`config.mk`:
```
export PLATFORM = sky130hd
export DESIGN_NAME = echo_emulator
export DESIGN_NICKNAME = d
export VERILOG_FILES = /design/src/rtl/echo_emulator.sv
export SDC_FILE = /design/constraint.sdc
export NUM_CORES = 1
export LEC_CHECK = 0
export ABC_AREA = 0
export BUFFER_PORTS_ARGS = -buffer_cell sky130_fd_sc_hd__clkbuf_2
export CAP_MARGIN = 25
export CELL_PAD_IN_SITES_DETAIL_PLACEMENT = 1
export CELL_PAD_IN_SITES_GLOBAL_PLACEMENT = 1
export CORE_ASPECT_RATIO = 0.9
export CORE_UTILIZATION = 49
export DETAILED_ROUTE_END_ITERATION = 6
export PLACE_DENSITY = 0.89
export SETUP_SLACK_MARGIN = 0.15
export SLEW_MARGIN = 25
export SYNTH_ARGS = -nofsm -noshare
export SYNTH_HDL_FRONTEND = slang
export SYNTH_SLANG_ARGS = --single-unit
```
`constraint.sdc`:
```
create_clock -name clk -period 6.31 [get_ports clk]
set_input_delay 0.3155 -clock clk [delete_from_list [all_inputs] [get_ports clk]]
set_output_delay 0.3155 -clock clk [all_outputs]
set_load 0.005 [all_outputs]
```
`src/rtl/echo_emulator.sv`:
```
// Ultrasonic ranging sensor stand-in: accepts a trigger pulse and answers
// with an echo pulse whose width is a programmable distance count.
module echo_emulator #(
    parameter int WIDTH        = 24,
    parameter int TRIG_MIN     = 500,
    parameter int DELAY        = 1000,
    parameter int ECHO_MAX     = 1900000,
    parameter int HOLDOFF      = 500,
    parameter int DEFAULT_DIST = 900
) (
    input  logic             clk,
    input  logic             rst,
    input  logic             trigger_i,
    output logic             echo_o,
    input  logic [WIDTH-1:0] dist_i,
    input  logic             dist_valid_i,
    output logic             dist_ready_o,
    output logic             busy_o,
    output logic             trig_err_o
);

    localparam int TW = $clog2(TRIG_MIN + 1);

    localparam logic [TW-1:0]    TRIG_MIN_C = TW'(TRIG_MIN);
    localparam logic [WIDTH-1:0] ECHO_MAX_C = WIDTH'(ECHO_MAX);
    localparam logic [WIDTH-1:0] DELAY_M1   = WIDTH'(DELAY - 1);
    localparam logic [WIDTH-1:0] HOLD_M1    = WIDTH'(HOLDOFF - 1);
    localparam logic [WIDTH-1:0] DEFAULT_C  = WIDTH'(DEFAULT_DIST);

    typedef enum logic [2:0] {
        S_IDLE,
        S_TRIG,
        S_DLY,
        S_ECHO,
        S_HOLD
    } state_t;

    state_t           r_state;
    logic [TW-1:0]    r_trig_cnt;
    logic [WIDTH-1:0] r_cnt;
    logic [WIDTH-1:0] r_dist_q;
    logic [WIDTH-1:0] r_len_q;
    logic             r_armed;
    logic             r_echo;
    logic             r_busy;
    logic             r_err;
    logic             r_ready;
    logic             w_accept;

    // A zero or out-of-range distance means "no object": answer with the maximum echo.
    function automatic logic [WIDTH-1:0] clamp_len(input logic [WIDTH-1:0] d);
        return ((d == '0) || (d > ECHO_MAX_C)) ? ECHO_MAX_C : d;
    endfunction

    assign w_accept     = dist_valid_i && r_ready;
    assign echo_o       = r_echo;
    assign busy_o       = r_busy;
    assign trig_err_o   = r_err;
    assign dist_ready_o = r_ready;

    // Measurement FSM; all outputs are registered alongside the state so echo_o never glitches.
    always_ff @(posedge clk) begin
        if (rst) begin
            r_state    <= S_IDLE;
            r_trig_cnt <= '0;
            r_cnt      <= '0;
            r_dist_q   <= DEFAULT_C;
            r_len_q    <= '0;
            r_armed    <= 1'b0;
            r_echo     <= 1'b0;
            r_busy     <= 1'b0;
            r_err      <= 1'b0;
            r_ready    <= 1'b1;
        end else begin
            r_err <= 1'b0;
            // A load on the TRIG->DLY cycle lands here while the snapshot below reads the old value.
            if (w_accept) begin
                r_dist_q <= dist_i;
            end
            case (r_state)
                S_IDLE: begin
                    // A trigger must be seen low before it can start a measurement.
                    if (!trigger_i) begin
                        r_armed <= 1'b1;
                    end else if (r_armed) begin
                        r_state    <= S_TRIG;
                        r_trig_cnt <= TW'(1);
                    end
                end
                S_TRIG: begin
                    if (trigger_i) begin
                        if (r_trig_cnt < TRIG_MIN_C) begin
                            r_trig_cnt <= r_trig_cnt + 1'b1;
                        end
                    end else if (r_trig_cnt >= TRIG_MIN_C) begin
                        r_len_q    <= clamp_len(r_dist_q);
                        r_cnt      <= DELAY_M1;
                        r_trig_cnt <= '0;
                        r_state    <= S_DLY;
                        r_busy     <= 1'b1;
                        r_ready    <= 1'b0;
                    end else begin
                        r_err      <= 1'b1;
                        r_trig_cnt <= '0;
                        r_state    <= S_IDLE;
                        r_armed    <= 1'b1;
                    end
                end
                S_DLY: begin
                    if (r_cnt == '0) begin
                        r_state <= S_ECHO;
                        r_echo  <= 1'b1;
                        r_cnt   <= r_len_q - 1'b1;
                    end else begin
                        r_cnt <= r_cnt - 1'b1;
                    end
                end
                S_ECHO: begin
                    if (r_cnt == '0) begin
                        r_state <= S_HOLD;
                        r_echo  <= 1'b0;
                        r_cnt   <= HOLD_M1;
                    end else begin
                        r_cnt <= r_cnt - 1'b1;
                    end
                end
                S_HOLD: begin
                    // Disarm so a trigger still high from the last cycle cannot retrigger.
                    if (r_cnt == '0) begin
                        r_state <= S_IDLE;
                        r_busy  <= 1'b0;
                        r_ready <= 1'b1;
                        r_armed <= 1'b0;
                    end else begin
                        r_cnt <= r_cnt - 1'b1;
                    end
                end
                default: begin
                    r_state <= S_IDLE;
                    r_echo  <= 1'b0;
                    r_busy  <= 1'b0;
                    r_ready <= 1'b1;
                    r_armed <= 1'b0;
                end
            endcase
        end
    end

endmodule

```
# Word-level counts from Yosys, hierarchy flattened
# Index checks and enable logic that the tools add are counted.
# op_classes
n_lt_le_gt_ge	3
muxes	34
n_reduce_logical	18
eq_ne	15
addsub	3
n_bitwise	5
# ops
cell	count
24-bit two-way mux	6
24-bit one-hot mux with 4 select lines	1
24-bit zero test	2
24-bit by 1-bit subtractor with 24-bit output (second input constant)	2
9-bit two-way mux	4
24-bit by 21-bit > comparator with 1-bit output (second input constant)	1
2-bit inequality test (second input constant)	10
3-bit two-way mux	6
9-bit one-hot mux with 2 select lines	1
3-bit one-hot mux with 5 select lines	1
4-bit AND reduction	3
1-bit two-way mux	10
9-bit by 1-bit adder with 9-bit output (second input constant)	1
9-bit greater-or-equal comparator (second input constant)	1
9-bit < comparator (second input constant)	1
1-bit one-hot mux with 3 select lines	3
3-bit OR reduction	3
3-bit by 2-bit equality test with 1-bit output (second input constant)	2
3-bit AND reduction	2
6-bit AND reduction	1
1-bit NOT	5
5-bit AND reduction	1
1-bit one-hot mux with 4 select lines	1
4-bit nonzero test	1
9 further kinds	9
# word_totals
out_inout_bits	4
ff_bits	89
elab_cells	88
inputBits	28

# Logic depth before layout (Yosys ltp)
# Gate-level depths: netlist (run 1).
# logic_depth
ltp_word	4
mapped_depth	10
depth_no_buf	8

# Worst setup path before layout (run 1)
# No wires, ideal clock.
# synth_path
kind	reg-to-reg
startpoint	register r_cnt[0]
endpoint	register r_cnt[2]
period_less_slack_ns	2.525
setup_time_ns	0.132
stages_incl_launch_ff	10
setup_slack_ns	3.785
arrival_ns	2.394
path_buffers	1
cell_sequence	dfxtp_1 > inv_1 > ha_1 > or4b_4 > or4b_4 > buf_6 > nor3_4 > nor2_2 > a221oi_2 > nor3_1
# synth_between
elab_chain_cells	3
word_cells_on_any_way	8
classes_between	add/sub: 1; eq/ne: 1; mux: 4; reduce/logical: 2
# synth_rtl
element	line_no	rtl
start, declared	40	logic [WIDTH-1:0] r_cnt;
start signal, assigned	113	r_cnt <= r_len_q - 1'b1;
start signal, assigned	115	r_cnt <= r_cnt - 1'b1;
start signal, assigned	124	r_cnt <= r_cnt - 1'b1;
24-bit by 1-bit subtractor with 24-bit output or 24-bit zero test (tied branches)	--	
24-bit two-way mux (tied with other cells)	129	if (r_cnt == '0) begin
24-bit one-hot mux with 4 select lines or 4-bit AND reduction (tied branches)	--	
# Parallel ways exist; a longest one is shown, timed or not. The select of a mux whose other input is x is not followed.
# A chain may end at the register's enable or synchronous reset.

# Final worst setup path (run 1)
# layout_path
startpoint	register r_state[2]
endpoint	register r_cnt[23]
# layout_between
elab_chain_cells	3
word_cells_on_any_way	10
classes_between	eq/ne: 7; mux: 1; reduce/logical: 2
# layout_rtl
element	line_no	rtl
start, declared	38	state_t r_state;
start signal, assigned	64	r_state <= S_IDLE;
start signal, assigned	86	r_state <= S_TRIG;
start signal, assigned	99	r_state <= S_DLY;
3-bit equality test (tied with other cells)	80	case (r_state)
4-bit nonzero test (no source line) or 2-bit inequality test (tied branches)	--	
4-bit AND reduction (no source line)	--	
# Parallel ways exist; a longest one is shown, timed or not.

==> run summary, run 1 <==
CTS Buffer Depth = 2
Number of library cell types mapped by synthesis = 73
Worst Max-Slew Pin Slew = 754 ps
GRT Total Usage = 29.4%
Worst hold path class = input port to flop
IO Port Bufs = 31
Power Total = 1.06 mW
Sequential-to-total area share from yosys stat = 37.9%
Crit-path leading delay family = compound AO/OA/AOI/OAI gates
Crit path time final = 2990 ps
Initial DRC Count = 186
Most frequent CP cell = nor2_2
Sw frac = 25.5%
Routability Congestion = 0.887
Cells after Synth = 582
Starting Density = 51.0%
Most Crowded Layer GR = met2
Post-Synthesis Cell Area = 0.00470 mm^2
Met1 global-route usage = 37.0%
Final worst path period share = 47.3%
Synth-to-Final Area Change = 8.66%
YS warnings = 0
Met2 GRT Util = 49.8%
DIE HEIGHT = 94.9 um
Critical path required time = 6570 ps
Leakage = 2.02 nW
Int Pwr = 0.791 mW
CP peak stage delay = 700 ps
Setup CP Type = flop to flop
Die Wd = 105 um
H-Tree Level Count = 3
Initial antenna violation count = 0
Post-Route Setup TNS = 0 ps
Power per cell area = 208 mW/mm^2
CTS Root Cell = clkbuf_8
M3 GR Usage = 6.14%
Mean area per synthesized cell = 8.07 um^2
Final WL = 14,000 um
Crit path max fanout = 16
Relative max-transition margin = 49.7%
Clock Latency Late Sink = 380 ps
Max Freq = 335 MHz
Net Sw Power = 0.270 mW
Largest net degree at the start of global routing = 54
Crit path depth = 6
Crit-path cells = nor3b_2 > nor2_2 > o31a_1 > a21oi_2 > nor2_2 > a221o_1
Setup crit start = r_state[2]
Final hold vios = 0
Crit-path slowest cell = nor3b_2
RR Startpoint = r_state[2]
Final hold slack = 147 ps
Seq cells post-synth = 89
Post-synth EDFFs = 0
# nets final = 627
Reg power frac = 55.2%
Area of the die = 0.00998 mm^2
Worst reg2reg endpoint = r_cnt[23]
Total gr overflow = 0
Comb power frac = 5.5%
CP startpoint kind = flop
DRT antenna net count = 0
Clock power share = 39.3%
Cts repair resizes = 0
Vias/cell = 6.23
Setup WS post-layout = 3320 ps
Max Cap Viol = 0
Outcome = finished, final reports clean
Synth area leaders = dfxtp_1 38%, nand2_1 7.6%, a21oi_1 6.0%, nor2_1 3.8%, xnor2_1 3.4%
Post-CTS Setup Inserts = 0
Peak supply drop = 0.154 mV
Prevailing post-synth register cell = dfxtp_1
Unrepaired setup endpoints after global routing = no
Post-DP HPWL = 9960 um
Layout cells sized above 1 = 14.5%
Total CTS buffers = 9
DRC viols = 0
Diode count = 0
Cell taking the most area after synthesis = dfxtp_1
Vias in the first global route = 4,455
CTS clk-pin slew, worst paths = 100 ps
DRT Pass-1 Iters = 5
Synth top area share = 37.9%
Critical path data arrival time = 3250 ps
I/O pin cnt = 32
Final setup viols = 0
Slew Viols, Final = 0
Worst Setup EP = r_cnt[23]
Fill count = 1,128
Cts hold-fix bufs = 0
CP endpoint kind = flop
First-pass GRT wire length = 23,000 um
Skew final = 13.3 ps
Worst R2R Path Depth = 6
Via count = 4,497
Fraction of registers with async set/reset = 0%
WL per Instance = 19.3 um
Syn Nets = 614
Worst R2R Setup Slack = 3320 ps
Pre-CTS setup slack = 3400 ps
# rows = 33
Worst path buffer plus inverter count = 0
Core Area = 0.00921 mm^2
CTS Sinks = 89
CTS tree = built
metrics by stage:
step / instances / util [%] / instance area (um^2)
final: 722 / 55.4 / 5100
after global routing: 722 / 55.4 / 5100
after CTS: 722 / 55.4 / 5100
after detailed placement: 706 / 53.2 / 4900
after global placement: 706 / 53.2 / 4890
after floorplan: 582 / - / 4700
cell type report:
type                    count  area [um^2]  area share [%]
inverters                  17         63.8            1.25
clock buffers              11          141            2.77
repair buffers             34          178            3.48
well taps                 122          153            2.99
multi-input cells         444         2730            53.4
flip-flops and latches     89         1780            34.9
clock inverters             5         62.6            1.23
logic make-up (layout without fill, tap and decap cells):
kind of cell             after synthesis  in the layout  synth area share (%)
AND/OR/NAND/NOR                      261            261                  29.0
AO/OA/AOI/OAI                        150            150                  22.2
flip-flops                            89             89                  37.9
buffers and inverters                 49             67                  4.31
XOR/XNOR                              28             28                  5.22
adder cells (fa/ha/maj)                4              4                  1.07
multiplexers                           1              1                 0.213
layout by cell type (no fill, tap or decap), types with 4 or more instances in the layout:
master and instances:
a211o_1 4, a211oi_1 6, a21oi_1 56, and2_1 5, and4_1 4, clkbuf_2 31, clkbuf_8 10, dfxtp_1 89
ha_1 4, inv_1 16, nand2_1 95, nand3_1 12, nand4_1 5, nor2_1 48, nor2_2 4, nor3_1 24
nor4_1 16, o21a_1 4, o21ai_0 18, o221a_2 10, o22ai_1 5, o31ai_1 5, o32ai_1 8, or2_2 7
or4_1 11, xnor2_1 18, xor2_1 10
how the worst min path moves through the flow:
stage | start | to | slack [ps] | depth (start not counted)
after floorplan | r_dist_q[23] | r_dist_q[23] | 440 | 2
after global placement | r_dist_q[23] | r_dist_q[23] | 440 | 2
after detailed placement | r_dist_q[23] | r_dist_q[23] | 450 | 2
after CTS | dist_i[16] | r_dist_q[16] | 130 | 3
after global routing | dist_i[21] | r_dist_q[21] | 150 | 3
final | dist_i[10] | r_dist_q[10] | 150 | 3
worst reg2reg max path, stage by stage, from the launching register on:
cell and delay (ps):
dfxtp_1 630, nor3b_2 710, nor2_2 260, o31a_1 290
a21oi_2 480, nor2_2 130, a221o_1 370
per-layer routing:
| layer | wire (um) | vias to the layer above |
|---|---|---|
| li1 | - | 2147 |
| met1 | 6380 | 2203 |
| met2 | 6600 | 119 |
| met3 | 657 | 28 |
| met4 | 320 | 0 |
| met5 | 0 | - |
state kept, by name, indices dropped and copies added, names as in the netlist:
signal	count
r_cnt	24
r_dist_q	24
r_len_q	24
r_trig_cnt	9
r_state	3
busy_o	1
dist_ready_o	1
echo_o	1
r_armed	1
trig_err_o	1
cells in the mapped netlist (all sizes together), types with 4 or more instances:
cell	n
and4	4
a211o	4
and2	5
a311oi	4
xnor2	18
or2	7
a21oi	57
xor2	10
o221a	10
a211oi	6
clkbuf	26
nor2	53
o31ai	5
or4	11
buf	6
nand2	95
nand4	5
nor4	16
o21ai	18
o22ai	5
o21a	4
or4b	4
o32ai	8
nor3	28
ha	4
nand3	12
nor4b	4
inv	16
dfxtp	89
power groups by stage:
stage / Sequential, mW / Clock (mW) / Combinational [mW]
2_1_floorplan: 0.592 / 0 / 0.0394
4_1_cts: 0.585 / 0.425 / 0.0587
3_3_place_gp: 0.597 / 0 / 0.0544
3_5_place_dp: 0.598 / 0 / 0.0578
6_report: 0.585 / 0.418 / 0.0583
5_1_grt: 0.587 / 0.441 / 0.0658
Power figures use the tool's default switching activity.
==> run 2, diff against run 1 <==
Settings changed: ABC_AREA 0 to 1, CORE_UTILIZATION 49 to 44, PLACE_DENSITY 0.89 to 0.85.
Clock period 6.31 ns to 3.1 ns, I/O delays scaled along.
==> run 2 against run 1 <==
  * Cell area up 13%
  * Hold slack worse by 120 ps
  * Sequential share of layout area down 4.0 points
  * Non-clock buffer count up 4
  * Global-route usage down 2.6 points
  * Sequential cell count unchanged
==> run summary, run 2 <==
Max Freq = 464 MHz
Inst Count DP = 962
CTS Root Cell = clkbuf_16
Worst hold path class = input port to flop
Synth-to-Final Area Change = 11.3%
Hold Path Depth = 3
Crit path max fanout = 32
Via count = 5,197
Power per cell area = 1000 mW/mm^2
Most frequent cell after synthesis = nand2_1
DRC viols = 0
Routability Congestion = 0.912
Worst R2R Path Depth = 10
Initial DRC Count = 233
Total CTS buffers = 9
CP endpoint kind = flop
Fill count = 1,586
Total gr overflow = 0
Final setup viols = 0
Peak supply drop = 0.589 mV
Post-Route Setup TNS = 0 ps
Final worst path period share = 69.6%
Seq. cell area = 0.00178 mm^2
Cell taking the most area after synthesis = dfxtp_1
Worst Max-Slew Pin Slew = 707 ps
Critical path required time = 3350 ps
Synth top area share = 34.4%
YS warnings = 0
Fraction of registers with async set/reset = 0%
Critical path data arrival time = 2410 ps
Seq cells post-synth = 89
Syn Nets = 825
CP startpoint kind = flop
H-Tree Level Count = 3
Vias/cell = 5.30
CP peak stage delay = 350 ps
CTS clk-pin slew, worst paths = 70 ps
Most common cell after layout, fill and taps aside = nand2_1
Area of the die = 0.0122 mm^2
Crit-path slowest cell = dfxtp_1
RR Startpoint = r_state[1]
Post-synth EDFFs = 0
IO Port Bufs = 31
Initial antenna violation count = 0
Slew Viols, Final = 0
Top cells by count, synth = 165 x nand2_1, 118 x nor2_1, 90 x inv_1
Vias in the first global route = 5,429
I/O pin cnt = 32
Biggest regs = r_cnt: 24 flops, r_dist_q: 24 flops, r_len_q: 24 flops
First-pass GRT wire length = 25,500 um
Prevailing post-synth register cell = dfxtp_1
Min-delay src = dist_i[9]
# nets final = 851
Starting Density = 45.3%
Post-DP HPWL = 11,500 um
Layout cells sized above 1 = 10.6%
DIE HEIGHT = 105 um
Non-Filler Instances = 980
Relative max-transition margin = 52.8%
WL per Instance = 15.6 um
Final hold vios = 0
Largest net degree at the start of global routing = 45
CTS Sinks = 89
Worst reg2reg endpoint = r_len_q[7]
DRT Pass-1 Iters = 4
Die Wd = 116 um
Mean area per synthesized cell = 6.53 um^2
Worst R2R Setup Slack = 940 ps
Setup CP Type = flop to flop
GRT Total Usage = 26.8%
Crit path time final = 2160 ps
CTS Buffer Depth = 2
Cells after Synth = 793
Diode count = 0
Number of library cell types mapped by synthesis = 38
Core Area = 0.0114 mm^2
Clock Latency Late Sink = 360 ps
Post-Synthesis Cell Area = 0.00518 mm^2
Sequential-to-total area share from yosys stat = 34.4%
Most frequent CP cell = inv_1
Hold endpoint = r_dist_q[9]
DRT antenna net count = 0
Synth area leaders = dfxtp_1 34%, nand2_1 12%, nor2_1 8.6%, a21oi_1 6.9%, inv_1 6.5%
Post-CTS Setup Inserts = 0
Most frequent cells in the layout = 165 x nand2_1, 118 x nor2_1, 90 x inv_1
Max Cap Viol = 0
Skew final = 10.2 ps
Outcome = finished, final reports clean
Crit-path cells = inv_1 > nand3_2 > inv_2 > nand2_1 > nor2_4 > buf_4 > inv_1 > or2_0 > o21ai_1 > inv_1
Unrepaired setup endpoints after global routing = no
Final WL = 15,300 um
# rows = 37
Multi-input logic area = 0.00291 mm^2
Setup crit start = r_state[1]
Leakage = 2.67 nW
CTS tree = built
-- run 2: routing by layer --
| layer | global-route usage [%] | vias up | routed length [um] |
|---|---|---|---|
| met3 | 5.80 | 22 | 512 |
| met1 | 33.9 | 2488 | 7160 |
| met5 | 0 | - | 0 |
| li1 | - | 2618 | - |
| met2 | 44.8 | 69 | 7320 |
| met4 | 8.52 | 0 | 277 |
-- run 2: worst max-delay path: cells and delay by family (launching register included) --
family / cells / cell delay (ps)
AOI/OAI and AO/OA: 1 / 130
DFF: 1 / 350
buffers and inverters: 5 / 890
and+or+nand+nor: 4 / 650
-- run 2: what timing repair did --
action,in CTS,in global routing
gates resized for setup,0,0
setup endpoints to repair,0,0
endpoints found under the hold margin,2,0
hold buffers,2,0
-- run 2: kinds of logic (layout without fill, tap and decap cells) --
kind of cell	Yosys count	count (layout)	synth area share [%]
xor gates and xnor gates	35	35	5.92
DFF	89	89	34.4
AOI/OAI and AO/OA	157	157	15.9
adders and majority gates	4	4	0.967
and+or+nand+nor	388	388	33.3
buffers and inverters	120	151	9.42
-- run 2: through the flow --
step / setup WS (ps) / power, mW / utilization [%] / hold WS, ps / area (um^2)
after floorplan: 1350 / 3.95 / - / 233 / 5180
after global placement: 1030 / 4.51 / 47.6 / 353 / 5440
after detailed placement: 955 / 4.65 / 47.6 / 364 / 5440
after CTS: 936 / 5.80 / 50.4 / 13.6 / 5760
after global routing: 698 / 6.25 / 50.4 / 26.6 / 5760
final: 943 / 5.78 / 50.4 / 23.4 / 5760
-- run 2: area by class of cell --
cell class,instances,share of cell area (%)
multi-input combinational,584,50.5
sequential,89,30.9
inverter,97,6.32
clock buffer,9,3.91
timing repair buffer,38,3.69
tap,156,3.39
clock inverter,7,1.30
-- run 2: worst max-delay path by stage --
stage	endpoint	slack (ps)	cells past startpoint
after global routing	r_cnt[21]	700	13
final	r_len_q[7]	940	10
after global placement	r_cnt[14]	1030	10
after floorplan	r_cnt[6]	1350	10
after detailed placement	r_cnt[21]	960	13
after CTS	r_cnt[21]	940	13
-- run 2: power breakdown --
group          total, mW  internal [mW]  switching [mW]
Sequential          1.45           1.29           0.158
Combinational       3.20           1.04            2.16
Clock               1.13          0.631           0.496
